--- config.mk ---
export PLATFORM = sky130hd
export DESIGN_NAME = sat_counter
export DESIGN_NICKNAME = d
export VERILOG_FILES = /design/src/rtl/prbs_word_checker_sat_counter.sv
export SDC_FILE = /design/constraint.sdc
export NUM_CORES = 1
export LEC_CHECK = 0
export ABC_AREA = 1
export CAP_MARGIN = 15
export CORE_MARGIN = 2
export CORE_UTILIZATION = 45
export CTS_BUF_LIST = sky130_fd_sc_hd__clkbuf_8
export CTS_CLUSTER_SIZE = 14
export DETAILED_ROUTE_END_ITERATION = 6
export PLACE_DENSITY = 0.72
export SYNTH_ARGS = -nofsm -noshare
export SYNTH_HDL_FRONTEND = slang
export SYNTH_SLANG_ARGS = --single-unit
--- constraint.sdc ---
create_clock -name clk -period 2.75 [get_ports clk]
set_input_delay 0.55 -clock clk [delete_from_list [all_inputs] [get_ports clk]]
set_output_delay 0.55 -clock clk [all_outputs]
set_load 0.01 [all_outputs]
--- src/rtl/prbs_word_checker_sat_counter.sv ---
// sat_counter: accumulator that sticks at all-ones, with synchronous clear taking priority.
module sat_counter #(
    parameter int W = 16,
    parameter int IW = 1
) (
    input  logic          clk,
    input  logic          rst_n,
    input  logic          clr,
    input  logic [IW-1:0] inc,
    output logic [W-1:0]  cnt
);
    logic [W:0] sum;
    assign sum = {1'b0, cnt} + {{(W + 1 - IW){1'b0}}, inc};
    always_ff @(posedge clk or negedge rst_n) begin
        if (!rst_n) cnt <= '0;
        else if (clr) cnt <= '0;
        else cnt <= sum[W] ? '1 : sum[W-1:0];
    end
endmodule

==> results.toml, run 1 <==
[run_status]
status = "finished, final reports clean"

[detailed_routing]
via_per_inst = 4.85
antenna_left = 0
drt_iter0_markers = 30
wl_met1_mm = 1.00
met3RoutedLength_um = 79
top_layer = "met4"
drc = 0
wirelength_mm = 2.12
vias = 859
dr.pass1.iters = 4
wl_met2_mm = 1.00
wl_per_cell_um = 11.9

[global_routing]
grt_overflow = 0
first_global_vias = 877
grt_max_degree = 17
grt_pass1_wl_mm = 3.84
grt_usage_pct = 20.3
antenna_found_initial = 0

[timing]
finalCritPeriodShare_pct = 68.4
max-slew-margin-rel_pct = 50.7
slew_viol_final = 0
tns_ns = 0
tightest_slew_ns = 0.737
min_period_ns = 1.88
hold_viol_final = 0
rsz0062_at_grt = "no"
setup_viol = 0
fmax_mhz = 532
skew_ns = 0.000375

[logic_synthesis]
ys_top_cells_by_area = "dfrtp_1, nand2_1, nor2_1"
yosysUniqueCellTypes = 20
synth_common_cells = "nand2_1, nor2_1, inv_1"
synth_most_common_cell = "nand2_1"
ys_seq_area_share_pct = 42.2
ys.flop_type = "dfrtp_1"
syn_area_um2 = 948
synth_top_area_share_pct = 42.2
yosysTopAreaCell = "dfrtp_1"
synth_edf_count = 0
yosys_warnings = 0
async_flop_share_pct = 100
avgSynthCellArea_um2 = 7.35
ys_ff_latch = 16
syn-instance-count = 129
synthesis.nets = 135

[final_layout]
layout-drive-gt1-share_pct = 6.67
area_growth_pct = 27.6
diodes = 0
final_nets = 158
largestRegisters = "cnt: 16 flops"
largest_reg_flops = 16
finish.instance_area_mm2 = 0.00121
regMostFlops = "cnt"

[worst_setup_path]
cp-end-kind = "flip-flop"
critPathKind = "primary input to flip-flop"
worstPathRequired_ns = 2.87
arrival_ns = 2.00
worstSetupStartpointType = "primary input"
path_max_fanout = 9

[floorplanning]
initial_core_util_pct = 47.9
fp.coreArea_mm2 = 0.00198
die_h_um = 49.9
die_area_mm2 = 0.00249
chipWidth_um = 49.9
ios = 20
rows = 16

[power]
p_comb_share_pct = 6.5
p_per_area_mw_per_mm2 = 370
p_leak_nw = 0.581
p_int_mw = 0.349
clkPwrFrac_pct = 39.6
p_switching_mw = 0.0993
p_seq_share_pct = 53.9
ir_drop_mv = 0.334
swShare_pct = 22.2

[clock_tree]
cts_tree = "yes"
cts_buffers = 3
htreeDepth = 1
cts_sinks = 16
clk_latency_ns = 0.25
clkSlewWorstSetupHoldPaths_ns = 0.06
clockBufferDepth = 2
post_cts.repair.setup_buffers = 0
cts_root_buffer = "clkbuf_8"
cts_hold_buf = 0
postCtsResizedCells = 0

[place]
portBuffers = 19
dp_hpwl_mm = 1.52
placed_area_mm2 = 0.00117
place.gp.congestion = 0.847

[min_path]
hold_path.class = "flip-flop to flip-flop"

[flow_run]
maxCapViolations = 0
## metal layers
layer	global-route usage (%)	up-vias
met5	0	-
met4	5.56	0
met3	3.64	5
met2	33.8	20
met1	27.0	394
li1	-	440
## stage by stage
step | std cells | utilization (%) | power, mW | setup WS (ns) | hold slack [ns]
6_report | 177 | 61.0 | 0.448 | 0.870 | 0.551
5_1_grt | 177 | 61.0 | 0.465 | 0.725 | 0.570
4_1_cts | 177 | 61.0 | 0.450 | 0.859 | 0.554
3_5_place_dp | 174 | 59.0 | 0.276 | 0.603 | 0.544
3_3_place_gp | 174 | 59.0 | 0.275 | 0.653 | 0.533
2_1_floorplan | 129 | - | 0.257 | 1.25 | 0.254
## cell families (layout without fill, tap and decap cells)
| family | after synthesis | in the layout | synth area share (%) |
|---|---|---|---|
| adder cells (fa/ha/maj) | 2 | 2 | 2.64 |
| XOR/XNOR | 8 | 8 | 7.39 |
| flip-flops | 16 | 16 | 42.2 |
| buffers and inverters | 22 | 43 | 8.97 |
| AND/OR/NAND/NOR | 74 | 74 | 35.1 |
| AO/OA/AOI/OAI | 7 | 7 | 3.69 |
## critical path: stages
cell and delay [ns]:
clkdlybuf4s50_1 0.44, ha_1 0.22, nand2_2 0.12, nor2_4 0.07, nand2_4 0.09, clkinv_2 0.09, nand3_4 0.13, clkinv_2 0.11
nor2_1 0.13, nor2_1 0.05
## power groups by stage
stage | combinational (mW) | clock, mW | sequential [mW]
2_1_floorplan | 0.0103 | 0 | 0.247
3_3_place_gp | 0.0293 | 0 | 0.246
3_5_place_dp | 0.0297 | 0 | 0.246
4_1_cts | 0.0299 | 0.178 | 0.242
5_1_grt | 0.0335 | 0.189 | 0.242
6_report | 0.0293 | 0.177 | 0.242
## cell usage in the layout, fill, tap and decap left out, types with 3 or more instances in the layout
| master | Yosys | final |
|---|---|---|
| inv_1 | 19 | 19 |
| nor2_1 | 24 | 24 |
| dfrtp_1 | 16 | 16 |
| nand2_1 | 31 | 31 |
| clkbuf_8 | 0 | 3 |
| a21oi_1 | 5 | 5 |
| xnor2_1 | 6 | 6 |
| nand3_1 | 11 | 11 |
| clkdlybuf4s50_1 | 0 | 19 |
## area by class of cell
class	count	area, µm²
Sequential cell	16	400
Multi-Input combinational cell	91	463
Clock buffer	3	41.3
Tap cell	27	33.8
Inverter	21	81.3
Fill cell	182	772
Timing Repair Buffer	19	190
## final timing paths
kind	startpoint	end	slack (ns)	cells past startpoint
max	inc	cnt[7]$_DFF_PN0_	0.87	10
min	cnt[15]$_DFF_PN0_	cnt[15]$_DFF_PN0_	0.55	2
max reg2reg	cnt[0]$_DFF_PN0_	cnt[7]$_DFF_PN0_	1.24	9
min reg2reg	cnt[15]$_DFF_PN0_	cnt[15]$_DFF_PN0_	0.55	2
max in group asynchronous	rst_n	cnt[12]$_DFF_PN0_	1.55	1
min in group asynchronous	rst_n	cnt[0]$_DFF_PN0_	0.74	1
Note: power is estimated with default switching activity, not from simulation.
==> run 2, diff against run 1 <==
==> constraint.sdc (replaced) <==
create_clock -name clk -period 1.9 [get_ports clk]
set_input_delay 0.38 -clock clk [delete_from_list [all_inputs] [get_ports clk]]
set_output_delay 0.38 -clock clk [all_outputs]
set_load 0.01 [all_outputs]
==> run 2 against run 1 <==
Compared with the run above: die area unchanged; combinational power increased by 56%; critical path depth increased by 1; routed wire length decreased by 2.9%; sequential share of layout area decreased by 1.2 points; via count increased by 3.4%; worst hold slack got worse by 0.11 ns; sequential cell count unchanged; clock skew increased by 0.0011 ns; count of clock-buffer cells in the layout unchanged.
==> results.toml, run 2 (synthesized netlist as in run 1, its figures left out) <==
[run_status]
status = "finished, final reports clean"

[clock_tree]
cts_hold_buf = 0
clk_latency_ns = 0.25
cts_root_buffer = "clkbuf_8"
htreeDepth = 1
post_cts.repair.setup_buffers = 0
postCtsResizedCells = 0
clockBufferDepth = 2
cts_tree = "yes"
cts_sinks = 16
clkSlewWorstSetupHoldPaths_ns = 0.06
cts_buffers = 3

[floorplanning]
die_area_mm2 = 0.00249
die_h_um = 49.9
ios = 20
rows = 16
initial_core_util_pct = 47.9
chipWidth_um = 49.9
fp.coreArea_mm2 = 0.00198

[global_routing]
antenna_found_initial = 0
grt_usage_pct = 19.0
grtUsageMet2_pct = 30.4
first_global_vias = 819
met3_usage_pct = 3.64
top_usage_layer = "met2"
grt_pass1_wl_mm = 3.55
grt_use_met1_pct = 24.1
grt_max_degree = 17
grt_overflow = 0

[worst_setup_path]
worstSetupStartpointType = "primary input"
r2r_end = "cnt[11]$_DFF_PN0_"
worst-r2r-cell-count = 10
rrSetupSlack_ns = 0.47
critPathKind = "primary input to flip-flop"
path_max_fanout = 3
reg2reg_from = "cnt[0]$_DFF_PN0_"
worstPathRequired_ns = 2.05
cp-end-kind = "flip-flop"
worstSetupEndpoint = "cnt[11]$_DFF_PN0_"
arrival_ns = 1.82
critical_path.startpoint = "inc"

[place]
placed_area_mm2 = 0.00121
place.gp.congestion = 0.840
dp_hpwl_mm = 1.56
portBuffers = 19
dpl_worst_slack_ns = -0.0359

[min_path]
hold_path.class = "primary input to async pin"

[final_layout]
largestRegisters = "cnt: 16 flops"
n_fill_cell = 156
finish.instance_area_mm2 = 0.00125
largest_reg_flops = 16
final_nets = 164
final_cell_mix = "nand2_1, nor2_1, inv_1, clkdlybuf4s50_1, dfrtp_1"
diodes = 0
seqCellArea_um2 = 400
area_growth_pct = 32.3
multiInputGateArea_um2 = 463
final_common_cell = "nand2_1"
regMostFlops = "cnt"
layout-drive-gt1-share_pct = 10.3
fin_util_pct = 63.3

[power]
p_per_area_mw_per_mm2 = 517
ir_drop_mv = 0.475
p_leak_nw = 0.612

[flow_run]
maxCapViolations = 0

[detailed_routing]
via_per_inst = 4.85
wirelength_mm = 2.05
wl_per_cell_um = 11.2
antenna_left = 0
drc = 0
drt_iter0_markers = 17
dr.pass1.iters = 4
vias = 888

[timing]
min_period_ns = 1.68
fmax_mhz = 596
slew_viol_final = 0
finalCritPeriodShare_pct = 88.2
tightest_slew_ns = 0.272
max-slew-margin-rel_pct = 81.8
tns_ns = 0
finalWorstSetupSlack_ns = 0.223
hold_viol_final = 0
skew_ns = 0.00144
hold_ws_ns = 0.443
setup_viol = 0
rsz0062_at_grt = "no"
-- run 2: changes by cell type in the layout (fill, tap and decap cells not counted) --
| cell | before | now |
|---|---|---|
| buf_4 | 0 | 6 |
-- run 2: how the worst min path moves through the flow --
stage                         to  slack, ns         startpoint
2_1_floorplan   cnt[0]$_DFF_PN0_       0.08              rst_n
3_3_place_gp   cnt[15]$_DFF_PN0_       0.54  cnt[15]$_DFF_PN0_
3_5_place_dp   cnt[15]$_DFF_PN0_       0.54  cnt[15]$_DFF_PN0_
4_1_cts         cnt[7]$_DFF_PN0_       0.45              rst_n
5_1_grt         cnt[7]$_DFF_PN0_       0.48              rst_n
6_report        cnt[6]$_DFF_PN0_       0.44              rst_n
-- run 2: worst max-delay path, stage by stage --
cell and delay [ns]:
clkdlybuf4s50_1 0.49, ha_1 0.16, nand2_2 0.08, nor2_1 0.18
nand2_1 0.13, inv_1 0.11, nand2_1 0.06, nand2_1 0.06
nand3_1 0.07, nand2_1 0.07, inv_1 0.04
-- run 2: stage by stage --
step | std cells | total power [mW]
CTS | 183 | 0.652
floorplan | 129 | 0.373
finish | 183 | 0.649
global route | 183 | 0.677
global placement | 180 | 0.402
detailed placement | 180 | 0.402
-- run 2: routing by layer --
layer	up-vias	wire, µm
met5	-	0
met4	0	38
met3	5	112
met2	30	987
met1	401	915
li1	452	-
-- run 2: cell type report --
cell class / instances / share of cell area, %
Clock buffer: 3 / 3.29
Inverter: 21 / 6.48
Multi-Input combinational cell: 91 / 36.9
Sequential cell: 16 / 31.9
Tap cell: 27 / 2.69
Timing Repair Buffer: 25 / 18.7
-- run 2: report_power, final --
group,leakage (nW),switching [mW],internal (mW)
Clock,0.0216,0.113,0.141
Sequential,0.222,0.00484,0.345
Combinational,0.368,0.0230,0.0226
==> run 3, diff against run 2 <==
--- a/config.mk
+++ b/config.mk
@@ -13,6 +13,7 @@
 export CTS_CLUSTER_SIZE = 14
 export DETAILED_ROUTE_END_ITERATION = 6
 export PLACE_DENSITY = 0.72
+export SLEW_MARGIN = 40
 export SYNTH_ARGS = -nofsm -noshare
 export SYNTH_HDL_FRONTEND = slang
 export SYNTH_SLANG_ARGS = --single-unit
==> results of run 3 <==
Final layout, timing and power as in run 2 (identical DEF).
